--- src/rtl/spi_controller.sv ---
// SPI initiator (mode 0, MSB first) issuing 16-bit frames {rw, addr[6:0], data[7:0]}
// to the on-chip SPI register peripheral. A valid/ready request starts a frame and a
// one-cycle rsp_valid pulse reports completion, carrying the read byte for reads.
`timescale 1ns/1ps
module spi_controller #(
  parameter int HALF_PERIOD = 4,  // clk cycles per SCLK phase
  parameter int CS_SETUP    = 4,  // nCS fall to first SCLK rise
  parameter int CS_HOLD     = 4,  // last SCLK fall to nCS rise
  parameter int CS_IDLE     = 4   // nCS high before the response
) (
  input  logic       clk,
  input  logic       rst_n,
  input  logic       req_valid,
  output logic       req_ready,
  input  logic       req_rw,
  input  logic [6:0] req_addr,
  input  logic [7:0] req_wdata,
  output logic       rsp_valid,
  output logic [7:0] rsp_rdata,
  output logic       busy,
  output logic       sclk,
  output logic       ncs,
  output logic       copi,
  input  logic       cipo
);

  // Out-of-range timing would break the phase counter or the peripheral's synchronisers.
  if (HALF_PERIOD < 3 || HALF_PERIOD > 255 || CS_SETUP < 4 || CS_SETUP > 255 ||
      CS_HOLD < 2 || CS_HOLD > 255 || CS_IDLE < 2 || CS_IDLE > 255) begin : g_param_check
    $fatal(1, "spi_controller: timing parameter outside supported range");
  end

  typedef enum logic [2:0] {IDLE, SETUP, SHIFT, HOLD, GAP} state_t;

  state_t      state, state_next;
  logic [7:0]  phase_cnt;
  logic [7:0]  phase_limit;
  logic        phase_done;
  logic [3:0]  bit_cnt;
  logic [15:0] shift_q;
  logic [7:0]  rdata_sh;
  logic        rw_q;
  logic [1:0]  cipo_sync;
  logic        cipo_s;
  logic        accept;

  // Two-flop synchroniser for the asynchronous peripheral data line.
  // NOTE: sequential state uses non-blocking assignments so every flop samples
  // pre-edge values; blocking here would collapse the two stages into one.
  always_ff @(posedge clk or negedge rst_n) begin
    if (!rst_n) cipo_sync <= 2'b00;
    else        cipo_sync <= {cipo_sync[0], cipo};
  end

  assign cipo_s    = cipo_sync[1];
  assign accept    = req_valid && (state == IDLE);
  assign req_ready = (state == IDLE);
  assign busy      = (state != IDLE);

  // Length of the current timed phase, expressed as terminal count.
  // NOTE: every output of a combinational block gets a default first, otherwise
  // an unlisted path would hold its old value and infer a latch.
  always_comb begin
    phase_limit = 8'd0;
    unique case (state)
      SETUP:   phase_limit = 8'(CS_SETUP - 1);
      SHIFT:   phase_limit = 8'(HALF_PERIOD - 1);
      HOLD:    phase_limit = 8'(CS_HOLD - 1);
      GAP:     phase_limit = 8'(CS_IDLE - 1);
      default: phase_limit = 8'd0;
    endcase
  end

  assign phase_done = (phase_cnt == phase_limit);

  // FSM state register.
  always_ff @(posedge clk or negedge rst_n) begin
    if (!rst_n) state <= IDLE;
    else        state <= state_next;
  end

  // FSM next-state: each timed phase advances when its counter expires; SHIFT
  // leaves only on the falling edge of the sixteenth bit.
  always_comb begin
    state_next = state;
    unique case (state)
      IDLE:    if (accept) state_next = SETUP;
      SETUP:   if (phase_done) state_next = SHIFT;
      SHIFT:   if (phase_done && sclk && (bit_cnt == 4'd15)) state_next = HOLD;
      HOLD:    if (phase_done) state_next = GAP;
      GAP:     if (phase_done) state_next = IDLE;
      default: state_next = IDLE;
    endcase
  end

  // Frame datapath: phase timing, SCLK/nCS/COPI generation, CIPO capture, response.
  always_ff @(posedge clk or negedge rst_n) begin
    if (!rst_n) begin
      phase_cnt <= 8'd0;
      bit_cnt   <= 4'd0;
      shift_q   <= 16'h0000;
      rdata_sh  <= 8'h00;
      rw_q      <= 1'b0;
      sclk      <= 1'b0;
      ncs       <= 1'b1;
      copi      <= 1'b0;
      rsp_valid <= 1'b0;
      rsp_rdata <= 8'h00;
    end else begin
      rsp_valid <= 1'b0;
      if (state == IDLE || phase_done) phase_cnt <= 8'd0;
      else                             phase_cnt <= phase_cnt + 8'd1;

      unique case (state)
        IDLE: begin
          if (accept) begin
            shift_q  <= {req_rw, req_addr, req_rw ? req_wdata : 8'h00};
            rw_q     <= req_rw;
            copi     <= req_rw;
            ncs      <= 1'b0;
            bit_cnt  <= 4'd0;
            rdata_sh <= 8'h00;
          end
        end
        SETUP: begin
          if (phase_done) sclk <= 1'b1;
        end
        SHIFT: begin
          if (phase_done) begin
            if (!sclk) begin
              sclk <= 1'b1;
            end else begin
              sclk <= 1'b0;
              // Bits 8..15 are the data byte; the peripheral drives CIPO then.
              if (bit_cnt[3]) rdata_sh <= {rdata_sh[6:0], cipo_s};
              if (bit_cnt == 4'd15) begin
                copi <= 1'b0;
              end else begin
                copi    <= shift_q[14];
                shift_q <= {shift_q[14:0], 1'b0};
                bit_cnt <= bit_cnt + 4'd1;
              end
            end
          end
        end
        HOLD: begin
          if (phase_done) ncs <= 1'b1;
        end
        GAP: begin
          if (phase_done) begin
            rsp_valid <= 1'b1;
            rsp_rdata <= rw_q ? 8'h00 : rdata_sh;
          end
        end
        default: ;
      endcase
    end
  end

endmodule

--- config.mk ---
export PLATFORM = sky130hd
export DESIGN_NAME = spi_controller
export DESIGN_NICKNAME = d
export VERILOG_FILES = /design/src/rtl/spi_controller.sv
export SDC_FILE = /design/constraint.sdc
export NUM_CORES = 1
export LEC_CHECK = 0
export CORE_MARGIN = 5
export CORE_UTILIZATION = 39
export CTS_CLUSTER_SIZE = 30
export DETAILED_ROUTE_END_ITERATION = 8
export HOLD_SLACK_MARGIN = 0.08
export REMOVE_ABC_BUFFERS = 1
export SLEW_MARGIN = 20
export SYNTH_ARGS = -nofsm -noshare
export SYNTH_HDL_FRONTEND = slang
export SYNTH_SLANG_ARGS = --single-unit
export TNS_END_PERCENT = 50
--- constraint.sdc ---
create_clock -name clk -period 2.96 [get_ports clk]
set_input_delay 0.74 -clock clk [delete_from_list [all_inputs] [get_ports clk]]
set_output_delay 0.74 -clock clk [all_outputs]
set_load 0.05 [all_outputs]
Yosys cells after proc, flatten, opt, wreduce, memory -nomap -nowiden
Cells that the tools add are included.
{"block": "totals", "regBits": 53, "latchBits": 0, "ramBits": 0, "mem_bits_ro": 0, "out_inout_bits": 14, "elab_cells": 85, "memories": 0}
{"block": "op_classes", "add_sub_neg": 2, "n_mul": 0, "n_div": 0, "n_lt_le_gt_ge": 0, "n_eq_ne": 15, "n_shift": 0, "mux": 38, "bitwise_logic": 0, "n_reduce_logical": 18}
{"cell": "$mux W15", "n": 4}
{"cell": "$mux W8", "n": 7}
{"cell": "$pmux W15 S2", "n": 1}
{"cell": "$mux W4", "n": 4}
{"cell": "$ne A2 B2 Y1 const B", "n": 8}
{"cell": "$pmux W8 S2", "n": 1}
{"cell": "$mux W3", "n": 5}
{"cell": "$pmux W3 S5", "n": 1}
{"cell": "$reduce_and A5 Y1", "n": 3}
{"cell": "$mux W1", "n": 10}
{"cell": "$add A8 B1 Y8 const B", "n": 1}
{"cell": "$eq A8 B8 Y1", "n": 1}
{"cell": "$pmux W4 S2", "n": 1}
{"cell": "$eq A3 B2 Y1 const B", "n": 2}
{"cell": "$pmux W1 S2", "n": 3}
{"cell": "$reduce_and A3 Y1", "n": 2}
{"cell": "$reduce_bool A2 Y1", "n": 3}
{"cell": "$add A4 B1 Y4 const B", "n": 1}
{"cell": "$eq A4 B4 Y1 const B", "n": 1}
{"cell": "$reduce_and A2 Y1", "n": 2}
{"cell": "$reduce_and A4 Y1", "n": 1}
{"cell": "$reduce_or A4 Y1", "n": 1}
{"cell": "$eq A3 B1 Y1 const B", "n": 1}
{"cell": "$eq A3 B3 Y1 const B", "n": 1}
{"cell": "6 further kinds", "n": 8}

Depth between registers and ports, before layout
{"block": "logic_depth", "ltp_word": 8, "ltp_mapped": 7}

Worst setup path after synthesis
OpenSTA, ideal clock, no wires.
{"block": "synth_path", "kind": "flip-flop to flip-flop", "from": "register state[2]", "to": "register shift_q[1]", "setup_ns": 0.123, "t_arrival_ns": 2.007, "t_required_ns": 2.837, "setup_slack_ns": 0.830, "stages_incl_launch_ff": 8, "path_buffers": 1, "cell_sequence": "dfrtp_1 -> or3_4 -> inv_2 -> o2111ai_4 -> a21oi_4 -> nand2_2 -> buf_6 -> o221a_1"}
{"item": "start: declaration", "line_no": "35", "text": "state_t state, state_next;"}
{"item": "start signal: assignment", "line_no": "79", "text": "else state <= state_next;"}
{"item": "$logic_not A3 Y1 (*)"}
{"item": "named net req_ready", "line_no": "14", "text": "output logic req_ready,"}
{"item": "$logic_and A1 B1 Y1", "line_no": "56", "text": "assign accept = req_valid && (state == IDLE);"}
{"item": "$ne A2 B1 Y1 (no source line)"}
{"item": "$reduce_and A5 Y1 (no source line)"}
{"item": "end signal: assignment", "line_no": "117", "text": "shift_q <= {req_rw, req_addr, req_rw ? req_wdata : 8'h00};"}
{"item": "end signal: assignment", "line_no": "140", "text": "shift_q <= {shift_q[14:0], 1'b0};"}
{"item": "end: declaration", "line_no": "40", "text": "logic [15:0] shift_q;"}
Mark *: on every way through the listed nets, which the timed path passes. The rest lies on a longest branch.
A chain may end at the register's enable or synchronous reset.

Worst setup path after layout
{"block": "layout_path", "from": "register state[0]", "to": "output port busy"}
{"block": "layout_between", "elab_chain_cells": 1}
{"item": "$reduce_bool A3 Y1", "line_no": "58", "text": "assign busy = (state != IDLE);"}
{"item": "end: declaration", "line_no": "20", "text": "output logic busy,"}
Every way passes these cells.

==> metrics.md <==
| Metric | Value |
|---|---|
| Yosys top cell area share | 0.512 |
| Fin Setup TNS | 0 ns |
| Placed Area | ~2900 sq um |
| CTS tree | done |
| Max-slew violation count | 0 |
| DRT Wirelength | between 4000 and 5000 um |
| Longest Clk Path Bufs | 2 |
| Count leader, synth | dfrtp_1 |
| Clock latency on the worst-skew pair | 0.31 ns |
| Slew @ Worst Pin | 0.659 ns |
| Vias in the first global route | ~1800 |
| Setup crit start kind | flop |
| Worst path cell trace | or3_4, clkdlybuf4s50_1 |
| CP endpoint kind | primary output |
| Critical path data required time | 2.22 ns |
| Sink Count | 53 |
| HP Start | cipo_sync[0] |
| Cell Area, Synth | 2540 sq um |
| CTS Hold Buffers Added | 0 |
| Reg2reg start | state[0] |
| RSZ-0062 raised after global routing | false |
| Antenna-violating nets left | 0 |
| Pin count of the biggest net entering global routing | between 50 and 60 |
| GRT busiest layer | met2 |
| Period utilisation layout | 0.933 |
| Via count | approximately 1800 |
| Post-CTS Setup Inserts | 0 |
| Finished Cell Area | about 3000 sq um |
| Crit Path Class | reg2out |
| DIE HEIGHT | 90.7 um |
| Top cells by area, synth | dfrtp_1 (51%), nand2_1 (7.1%), o221a_1 (4.0%) |
| Worst-path maximum fanout | 13 |
| Mapped Cells | 246 |
| Clk root buf | clkbuf_8 |
| GRT Total Usage | 0.121 |
| DR DRC count | 0 |
| Arrival time at the worst endpoint | 2.02 ns |
| RePlAce Congestion | approximately 0.8 |
| Initial DRC count | 38 |
| Number of flops mapped to enable cells by yosys | 0 |
| DP HPWL | 3300 um |
| Worst hold path type | reg2reg |
| Max rail drop VDD | 0.000212 V |
| Buf/Inv on CP | 1 |
| Yosys reg bits | 53 |
| Clk_skew | between 0.005 and 0.006 ns |
| Drt first pass iters | 4 |
| Nets | 298 |
| Layout cells sized above 1 | 0.126 |
| PwrDens | 408 nW/um^2 |
| Grt met3 use | 0.0250 |
| Synth-to-Final Area Change | 17.7% |
| Yosys cell types | 46 |
| Status | finished, final reports clean |
| Post-CTS resize count | 0 |
| Async S/R FF share, synth | 1.00 |
| # setup viols final | 0 |
| Static Leak | between 1 and 1.5 nW |
| Starting Density | 0.400 |
| Die area | 8230 sq um |
| Slew margin rel. | 0.561 |
| Fmax | 0.362 GHz |
| M1 GR Usage | 0.158 |
| Clock transition at path regs | ~0.10 ns |
| Delay-heaviest family, CP | buffers and inverters |
| Post-layout min period | 2.76 ns |
| Sequential area share after synthesis | 0.522 |
| Core occupancy in the finished layout | 0.471 |
| Initial antenna violation count | 0 |
| I/O pin cnt | 34 |
| Met2 Use GR | 0.196 |
| Avg Synthesized Cell Area | 10.3 sq um |
| Rows | 29 |
| N_diodes | 0 |
| Max-capacitance violation count | 0 |
| Yosys warnings | 0 |
| Critical Path Start | state[0] |
| Total congestion overflow | 0 |
| Port Buffers | 33 |
| Global-route wire length before repair | 8160 um |
| Layout fillers | 596 |
| Final hold vios | 0 |
| Ys flop type | dfrtp_1 |
| Vias/cell | 5.14 |
| Post-synth top cells | dfrtp_1 (52), nand2_1 (48), o21ai_0 (19) |
| CTS H-Tree Depth | 2 |
| Leading area contributor after synthesis | dfrtp_1 |
| Core area | 6350 sq um |
| Die Span X | around 91 um |
| Slowest stage delay, CP | 0.72 ns |
| Per-cell routed wire length | 13.4 um |
| Slowest cell on crit path | clkdlybuf4s50_1 |
| Cts bufs inserted | 5 |
-- layer usage --
metal | up-vias | part of all wire
li1 | 928 | -
met1 | 856 | 0.48
met2 | 29 | 0.47
met3 | 5 | 0.039
met4 | 0 | 0.016
met5 | - | 0
-- cell usage in the layout (no fill, tap or decap), types with 2 or more instances in the layout --
cell type,instances
o21ai_0,19
buf_4,4
o221a_2,5
inv_1,4
a211oi_1,2
or3_1,8
a31oi_1,4
nor2_1,14
o21ai_2,2
o221a_1,9
nand2b_1,8
o21a_1,2
nor3_1,2
xor2_1,6
nand3_1,17
dfrtp_1,52
nand4_1,2
clkdlybuf4s50_1,31
and2_1,3
clkbuf_8,5
nand2_1,48
ha_1,2
-- worst paths after layout --
path                       cells past startpoint  slack (ns)            to
hold reg to reg                                0        0.36  cipo_sync[1]
min in group asynchronous                      2        0.54  rsp_rdata[6]
setup / recovery                               2        0.20          busy
hold / removal                                 0        0.36  cipo_sync[1]
setup reg to reg                               6        0.66    shift_q[3]
max in group asynchronous                      2        1.98      state[1]
-- power breakdown --
| part | switching, mW | total (mW) | leakage [nW] | internal (mW) |
|---|---|---|---|---|
| Combinational | 0.0285 | 0.0648 | 0.516 | 0.0363 |
| Sequential | 0.00677 | 0.741 | 0.697 | 0.734 |
| Clock | 0.248 | 0.416 | 0.0445 | 0.168 |
| Total | 0.283 | 1.22 | 1.26 | 0.939 |
-- cells by family (layout without fill, tap and decap cells) --
logic type               Yosys count  after routing  share of synthesized area
flip-flops                        53             53                      0.522
AO/OA/AOI/OAI                     50             50                      0.166
adder cells (fa/ha/maj)            2              2                    0.00985
multiplexers                       2              2                    0.00837
AND/OR/NAND/NOR                  114            114                      0.228
XOR/XNOR                           7              7                     0.0241
buffers and inverters             18             49                     0.0414
-- per-stage QoR --
stage | total power [mW] | hold slack [ns] | setup slack (ns) | instances
floorplan | 0.773 | 0.331 | 0.632 | 233
global placement | 0.822 | 0.334 | 0.436 | 346
detailed placement | 0.822 | 0.337 | 0.452 | 346
CTS | 1.24 | 0.361 | 0.190 | 354
global route | 1.27 | 0.374 | 0.150 | 354
finish | 1.22 | 0.358 | 0.197 | 354
-- registers in the layout, summed over array words and instances, names as in the netlist --
signal     cells
bit_cnt        4
cipo_sync      2
copi           1
ncs            1
phase_cnt      8
rdata_sh       8
rsp_rdata      8
rsp_valid      1
rw_q           1
sclk           1
shift_q       15
state          3
-- area by class of cell --
class / count / area (sq um) / area share
Multi-Input combinational cell: 175 / 1110 / 0.372
Clock buffer: 5 / 68.8 / 0.0230
Tap cell: 77 / 96.3 / 0.0322
Clock inverter: 3 / 21.3 / 0.00711
Timing Repair Buffer: 36 / 345 / 0.115
Sequential cell: 53 / 1330 / 0.444
Inverter: 5 / 18.8 / 0.00627
(Power assumes the default switching activity.)
